<file path="config.mk">
export PLATFORM = sky130hd
export DESIGN_NAME = iob_cache_ctrl_seq
export DESIGN_NICKNAME = d
export VERILOG_FILES = /design/src/rtl/iob_cache_ctrl_seq.sv
export SDC_FILE = /design/constraint.sdc
export NUM_CORES = 1
export LEC_CHECK = 0
export BUFFER_PORTS_ARGS = -buffer_cell sky130_fd_sc_hd__buf_4
export CAP_MARGIN = 20
export CORE_MARGIN = 5
export CORE_UTILIZATION = 42
export DETAILED_ROUTE_END_ITERATION = 12
export PLACE_DENSITY_LB_ADDON = 0.1
export SYNTH_ARGS = -nofsm -noshare
export SYNTH_HDL_FRONTEND = slang
export SYNTH_SLANG_ARGS = --single-unit
</file>
<file path="constraint.sdc">
create_clock -name clk_i -period 2.4 [get_ports clk_i]
set_clock_uncertainty 0.1 [all_clocks]
set_input_delay 0.24 -clock clk_i [delete_from_list [all_inputs] [get_ports clk_i]]
set_output_delay 0.24 -clock clk_i [all_outputs]
set_load 0.1 [all_outputs]
</file>
<file path="src/rtl/iob_cache_ctrl_seq.sv">
// Cache-control sequencer: drains the write-through buffer, invalidates the cache and,
// when IOB_CACHE_CTRL_SEQ_CNT_EN is defined, snapshots (and optionally clears) hit/miss counters.

`ifndef IOB_CACHE_CSRS_ADDR_W
`define IOB_CACHE_CSRS_ADDR_W 4
`endif
`ifndef IOB_CACHE_WTB_EMPTY_ADDR
`define IOB_CACHE_WTB_EMPTY_ADDR 4
`endif
`ifndef IOB_CACHE_RW_HIT_ADDR
`define IOB_CACHE_RW_HIT_ADDR 12
`endif
`ifndef IOB_CACHE_RW_MISS_ADDR
`define IOB_CACHE_RW_MISS_ADDR 16
`endif
`ifndef IOB_CACHE_RST_CNTRS_ADDR
`define IOB_CACHE_RST_CNTRS_ADDR 20
`endif
`ifndef IOB_CACHE_INVALIDATE_ADDR
`define IOB_CACHE_INVALIDATE_ADDR 24
`endif

module iob_cache_ctrl_seq #(
    parameter int DATA_W   = 32,
    parameter int ADDR_W   = `IOB_CACHE_CSRS_ADDR_W,
    parameter int POLL_MAX = 1024
) (
    input  logic              clk_i,
    input  logic              reset_i,
    input  logic              start_i,
    input  logic              clr_cnt_i,
    output logic              ctrl_valid_o,
    output logic [ADDR_W-1:0] ctrl_addr_o,
    input  logic              ctrl_ready_i,
    input  logic [DATA_W-1:0] ctrl_rdata_i,
    output logic              busy_o,
    output logic              done_o,
    output logic              err_o,
    output logic [DATA_W-1:0] hit_cnt_o,
    output logic [DATA_W-1:0] miss_cnt_o
);

    localparam int                POLL_W   = $clog2(POLL_MAX + 1);
    localparam logic [POLL_W-1:0] POLL_TOP = POLL_W'(POLL_MAX);

    localparam logic [ADDR_W-1:0] A_WTB = ADDR_W'(`IOB_CACHE_WTB_EMPTY_ADDR >> 2);
    localparam logic [ADDR_W-1:0] A_INV = ADDR_W'(`IOB_CACHE_INVALIDATE_ADDR >> 2);
`ifdef IOB_CACHE_CTRL_SEQ_CNT_EN
    localparam logic [ADDR_W-1:0] A_HIT  = ADDR_W'(`IOB_CACHE_RW_HIT_ADDR >> 2);
    localparam logic [ADDR_W-1:0] A_MISS = ADDR_W'(`IOB_CACHE_RW_MISS_ADDR >> 2);
    localparam logic [ADDR_W-1:0] A_RST  = ADDR_W'(`IOB_CACHE_RST_CNTRS_ADDR >> 2);
`endif

    typedef enum logic [2:0] {
        S_IDLE,
        S_DRAIN,
        S_INV,
        S_RD_HIT,
        S_RD_MISS,
        S_RST_CNT,
        S_DONE
    } state_t;

    state_t            state;
    state_t            state_nxt;
    logic              pend;
    logic              acked;
    logic [POLL_W-1:0] poll_cnt;
    logic [POLL_W-1:0] poll_inc;
    logic              poll_timeout;

    // pend marks the single outstanding access; ready is only honoured while it is set
    assign acked        = pend && ctrl_ready_i;
    assign poll_inc     = (poll_cnt == POLL_TOP) ? poll_cnt : poll_cnt + 1'b1;
    assign poll_timeout = (poll_inc == POLL_TOP);

`ifdef IOB_CACHE_CTRL_SEQ_CNT_EN
    logic clr_lat;
`endif

    always_ff @(posedge clk_i or posedge reset_i) begin
        if (reset_i) begin
            state <= S_IDLE;
        end else begin
            state <= state_nxt;
        end
    end

    always_comb begin
        state_nxt = state;
        case (state)
            S_IDLE: begin
                if (start_i) state_nxt = S_DRAIN;
            end
            S_DRAIN: begin
                if (acked) begin
                    if (ctrl_rdata_i[0]) state_nxt = S_INV;
                    else if (poll_timeout) state_nxt = S_DONE;
                end
            end
            S_INV: begin
`ifdef IOB_CACHE_CTRL_SEQ_CNT_EN
                if (acked) state_nxt = S_RD_HIT;
`else
                if (acked) state_nxt = S_DONE;
`endif
            end
`ifdef IOB_CACHE_CTRL_SEQ_CNT_EN
            S_RD_HIT: begin
                if (acked) state_nxt = S_RD_MISS;
            end
            S_RD_MISS: begin
                if (acked) state_nxt = clr_lat ? S_RST_CNT : S_DONE;
            end
            S_RST_CNT: begin
                if (acked) state_nxt = S_DONE;
            end
`endif
            S_DONE: state_nxt = S_IDLE;
            default: state_nxt = S_IDLE;
        endcase
    end

    always_comb begin
        ctrl_valid_o = 1'b0;
        ctrl_addr_o  = '0;
        busy_o       = (state != S_IDLE);
        done_o       = (state == S_DONE);
        if (!pend) begin
            case (state)
                S_DRAIN: begin
                    ctrl_valid_o = 1'b1;
                    ctrl_addr_o  = A_WTB;
                end
                S_INV: begin
                    ctrl_valid_o = 1'b1;
                    ctrl_addr_o  = A_INV;
                end
`ifdef IOB_CACHE_CTRL_SEQ_CNT_EN
                S_RD_HIT: begin
                    ctrl_valid_o = 1'b1;
                    ctrl_addr_o  = A_HIT;
                end
                S_RD_MISS: begin
                    ctrl_valid_o = 1'b1;
                    ctrl_addr_o  = A_MISS;
                end
                S_RST_CNT: begin
                    ctrl_valid_o = 1'b1;
                    ctrl_addr_o  = A_RST;
                end
`endif
                default: begin
                    ctrl_valid_o = 1'b0;
                    ctrl_addr_o  = '0;
                end
            endcase
        end
    end

    always_ff @(posedge clk_i or posedge reset_i) begin
        if (reset_i) begin
            pend     <= 1'b0;
            poll_cnt <= '0;
            err_o    <= 1'b0;
        end else begin
            if (ctrl_valid_o) pend <= 1'b1;
            else if (acked) pend <= 1'b0;

            if (state == S_IDLE && start_i) begin
                err_o    <= 1'b0;
                poll_cnt <= '0;
            end else if (state == S_DRAIN && acked && !ctrl_rdata_i[0]) begin
                poll_cnt <= poll_inc;
                if (poll_timeout) err_o <= 1'b1;
            end
        end
    end

`ifdef IOB_CACHE_CTRL_SEQ_CNT_EN
    always_ff @(posedge clk_i or posedge reset_i) begin
        if (reset_i) begin
            clr_lat    <= 1'b0;
            hit_cnt_o  <= '0;
            miss_cnt_o <= '0;
        end else begin
            if (state == S_IDLE && start_i) clr_lat <= clr_cnt_i;
            if (state == S_RD_HIT && acked) hit_cnt_o <= ctrl_rdata_i;
            if (state == S_RD_MISS && acked) miss_cnt_o <= ctrl_rdata_i;
        end
    end
`else
    // Without the counter feature only the drain status bit of the read data matters
    logic unused_in;
    assign unused_in  = ^{clr_cnt_i, ctrl_rdata_i[DATA_W-1:1]};
    assign hit_cnt_o  = '0;
    assign miss_cnt_o = '0;
`endif

endmodule

</file>
# Word level (Yosys, flattened, before mapping)
# Index checks and enable logic that the tools add are counted.
[word_totals]
reg_bits = 16
output_inout_bits = 72
[op_classes]
add_sub_neg = 1
eq_ne = 9
muxes = 18
n_reduce_logical = 13
[ops]
columns = ["op", "n"]
rows = [
  ["11-bit 2-to-1 mux", 3],
  ["11-bit == test, second input constant", 2],
  ["3-bit 2-to-1 mux", 6],
  ["11-bit by 1-bit adder with 11-bit output, second input constant", 1],
  ["3-bit one-hot mux with 3 select lines", 1],
  ["1-bit 2-to-1 mux", 7],
  ["2-bit inequality test, second input constant", 3],
  ["3-bit one-hot mux with 2 select lines", 1],
  ["2-bit nonzero test", 3],
  ["1-bit logical AND", 4],
  ["4-bit AND reduction", 1],
  ["3-bit by 1-bit == test with 1-bit output, second input constant", 1],
  ["3-bit by 2-bit == test with 1-bit output, second input constant", 1],
  ["3-bit == test, second input constant", 1],
  ["3-bit zero test", 1],
  ["3-bit inequality test, second input constant", 1],
  ["3-bit nonzero test", 1],
  ["2-bit AND reduction", 1],
  ["2-bit OR reduction", 1],
  ["1-bit zero test", 1],
]

# Depth between registers and ports, before layout
[logic_depth]
word_depth = 7
mapped_depth = 7
ltp_nobuf = 7

# Worst setup path before layout
# No wires, ideal clock.
[synth_path]
kind = "reg2out"
from = "register state[0]"
to = "output ctrl_valid_o"
t_arrival_ps = 3431
n_path_buf = 0
path_stages_with_launch = 4
path_slack_ps = -1371
cell_sequence = "dfrtp_1 > nand2b_1 > nor3_1 > or2_2"
[synth_via]
elab_chain_cells = 4
word_cells_on_any_way = 5
classes_between = "eq/ne: 2; mux: 2; reduce/logical: 1"
[synth_lines]
columns = ["item", "line", "source"]
rows = [
  ["start, declared", "64", "state_t state;"],
  ["start signal, assigned", "85", "state <= state_nxt;"],
  ["3-bit by 1-bit == test with 1-bit output or 3-bit by 2-bit == test with 1-bit output (tied branches)", "130", "case (state)"],
  ["2-bit OR reduction (no line) (*)", "--", ""],
  ["1-bit 2-to-1 mux (*)", "130", ""],
  ["1-bit 2-to-1 mux (*)", "129", "if (!pend) begin"],
  ["end, declared", "32", "output logic ctrl_valid_o,"],
]
# Mark *: on every way between the ends. The rest lies on a longest branch, timed or not.

# Worst setup path after layout
[layout_path]
from = "register poll_cnt[0]"
to = "register state[0]"
[layout_via]
elab_chain_cells = 5
word_cells_on_any_way = 6
classes_between = "add/sub: 1; eq/ne: 3; mux: 1; reduce/logical: 1"
[layout_lines]
columns = ["item", "line", "source"]
rows = [
  ["start, declared", "68", "logic [POLL_W-1:0] poll_cnt;"],
  ["start signal, assigned", "174", "poll_cnt <= poll_inc;"],
  ["11-bit by 1-bit adder with 11-bit output or 11-bit == test (tied branches)", "74", "assign poll_inc = (poll_cnt == POLL_TOP) ? poll_cnt : poll_cnt + 1'b1;"],
  ["11-bit 2-to-1 mux (*)", "74", ""],
  ["11-bit == test (*)", "75", "assign poll_timeout = (poll_inc == POLL_TOP);"],
  ["3-bit inequality test (no line) (*)", "--", ""],
  ["4-bit AND reduction (no line) (*)", "--", ""],
]
# Marked as above.
# A chain may end at the register's enable or synchronous reset.

==> metrics.yaml <==
outcome: "finished with violations"
violations: "hold timing"
firstDrtPassIters: 4
finalPower_w: 0.00173
reg2reg_to: "state[0]$_DFFE_PP0P_"
seq_area_frac_synth_pct: 25.0
yosysTopAreaCellShare_pct: 31.4
drive_gt1_share_pct: 13.9
power_density_mw_per_mm2: 1110
drt_iter0_drc: 81
grt_pass1_wl_um: 4870
crit_required_ps: 2440
yosys.area.top_type: "buf_4"
numClockSinks: 16
wl_per_cell_um: 12.1
diodes: 0
antenna_found_initial: 0
synth_seq_cells: 16
seqCellArea_um2: 400
synthArstFlopShare_pct: 100
synth-edff-count: 0
multi_input_area_um2: 891
p_leak_nw: 0.741
io_pins: 109
cp_num_cells: 6
drc: 0
final.setup.tns_ps: 0
cts_resized: 0
path_clk_slew_ps: 70
grt_pass1_vias: 1019
crit_fanout: 6
fin_crit_sh_pct: 90.4
setup_violations: 0
vdd_drop_max_mv: 0.918
port_buffers: 11
grt_max_degree: 17
routed_wl_um: 3110
path_cells: "inv_1, ha_1, or4b_4, nor4_4, o221ai_2, o31a_1"
cp.arrival_ps: 2210
period_needed_ps: 2170
rsz0062_at_grt: "false"
regToRegStartpoint: "poll_cnt[0]$_DFFE_PP0P_"
fp-row-count: 22
clk_latency_ps: 250
ys_warn_count: 0
hold_path_class: "in -> async"
cts_tree: "built"
slowest_delay_ps: 480
cp-end-kind: "flip-flop"
r2r_setup_slack_ps: 230
hpwl_um: 2430
clockBufferDepth: 2
syn_inst: 201
max_slew_margin_pct: 55.9
slew_viol_final: 0
setup_slack_ps: 229
dp_worst_setup_slack_ps: 246
final_nets: 249
ys.flop_type: "dfrtp_1"
cts_made_buffers: 3
synthToLayoutAreaGrowth_pct: -3.36
crit_start: "poll_cnt[0]$_DFFE_PP0P_"
fillCellCount: 380
tightest_slew_ps: 660
clock.fmax_mhz: 461
start_util_pct: 43.5
synth_most_common_cell: "buf_4"
crit_buf_inv: 1
syn_area_mm2: 0.00160
cp-endpoint: "state[0]$_DFFE_PP0P_"
coreArea_mm2: 0.00369
cts_root_buffer: "clkbuf_8"
track_usage_pct: 11.7
cp_top_family: "simple AND/OR/NAND/NOR gates"
worst-setup-path-type: "reg -> reg"
cts_setup_buffers: 0
die_area_mm2: 0.00515
h-tree-depth: 1
detail-route-antenna-nets: 0
startpoint_type: "flip-flop"
gp_congestion: 0.827
hold_viol_final: 16
synthTopCellsByCount: "67 x buf_4, 16 x dfrtp_1, 15 x o21ai_0, 13 x nand2_1, 13 x nor2_1"
syn_avg_cell_area_um2: 7.97
floorplan.die.height_um: 71.8
netlist-cell-type-count: 38
crit_slowest_cell: "or4b_4"
hold_ws_ps: -17.4
synth.area.top_cells: "buf_4 31%, dfrtp_1 25%, o21ai_0 4.7%, nand2_1 3.0%, nor2_1 3.0%"
dieWidth_um: 71.8
vias: 1170
cts_hold_buf: 0
maxCapViolCount: 0
grt-ovfl-total: 0
r2r_cells: 6
via_per_inst: 4.55
## worst register-to-register path: stages (launching register included)
cell and delay, ps:
dfrtp_1 460, inv_1 130, ha_1 180, or4b_4 480, nor4_4 210, o221ai_2 200, o31a_1 300
## report_power, final
part	switching [W]	total [W]	internal, W
logic	0.000903	0.00110	0.000199
registers	0.0000696	0.000380	0.000310
clock network	0.0000987	0.000244	0.000146
total	0.00107	0.00173	0.000654
## how the worst min path moves through the flow
| stage | start | end | slack [ps] | depth (start not counted) |
|---|---|---|---|---|
| 6_report | reset_i | state[1]$_DFFE_PP0P_ | -20 | 2 |
| 3_5_place_dp | reset_i | state[1]$_DFFE_PP0P_ | 280 | 2 |
| 5_1_grt | reset_i | state[0]$_DFFE_PP0P_ | 60 | 2 |
| 3_3_place_gp | reset_i | state[1]$_DFFE_PP0P_ | 270 | 2 |
| 2_1_floorplan | reset_i | err_o$_DFFE_PP0P_ | 50 | 1 |
| 4_1_cts | reset_i | state[1]$_DFFE_PP0P_ | 7 | 2 |
## layout make-up
type,count,share of cell area (%)
Inverter,8,1.94
Tap cell,48,3.88
Multi-Input combinational cell,166,57.5
Sequential cell,16,25.8
Timing Repair Buffer,15,7.27
Clock buffer,4,3.55
## stage by stage
step | area, um^2 | instances | utilization (%)
after floorplan | 1870 | 265 | -
after global placement | 1490 | 253 | 40.5
after detailed placement | 1490 | 253 | 40.5
after CTS | 1550 | 257 | 42.0
after global routing | 1550 | 257 | 42.0
final | 1550 | 257 | 42.0
## cells by family (layout without fill, tap and decap cells)
| group | after synthesis | count (layout) | synth area share (%) |
|---|---|---|---|
| other | 1 | 65 | 0.234 |
| flip-flops | 16 | 16 | 25.0 |
| multiplexers | 1 | 1 | 0.625 |
| buffers and inverters | 83 | 27 | 35.8 |
| XOR/XNOR | 4 | 4 | 2.19 |
| adder cells (fa/ha/maj) | 2 | 2 | 1.56 |
| AND/OR/NAND/NOR | 58 | 58 | 20.1 |
| AO/OA/AOI/OAI | 36 | 36 | 14.5 |
## flip-flops by register name, summed over array words and instances (netlist names)
| register | flops |
|---|---|
| state | 3 |
| pend | 1 |
| err_o | 1 |
| poll_cnt | 11 |
## layout by cell type, fill, tap and decap left out, drive strengths merged, types with 2 or more instances in the layout
cell / count
nand2: 13
o31ai: 5
ha: 2
a22o: 3
nand4: 5
nor4: 3
nand2b: 4
a21oi: 5
conb: 65
nor2: 13
or2: 2
a31oi: 2
clkbuf: 4
nor3: 4
or3: 4
inv: 8
nand3: 7
buf: 15
dfrtp: 16
o21ai: 15
xor2: 3
## per-layer routing
layer  global-route usage [%]  up-vias  share of wire (%)
met3                     1.12        2                7.9
met5                        0        -                  0
met4                     4.38        0                1.0
met2                     17.7       54                 46
met1                     17.2      542                 46
li1                         -      572                  -
Power figures use the tool's default switching activity.
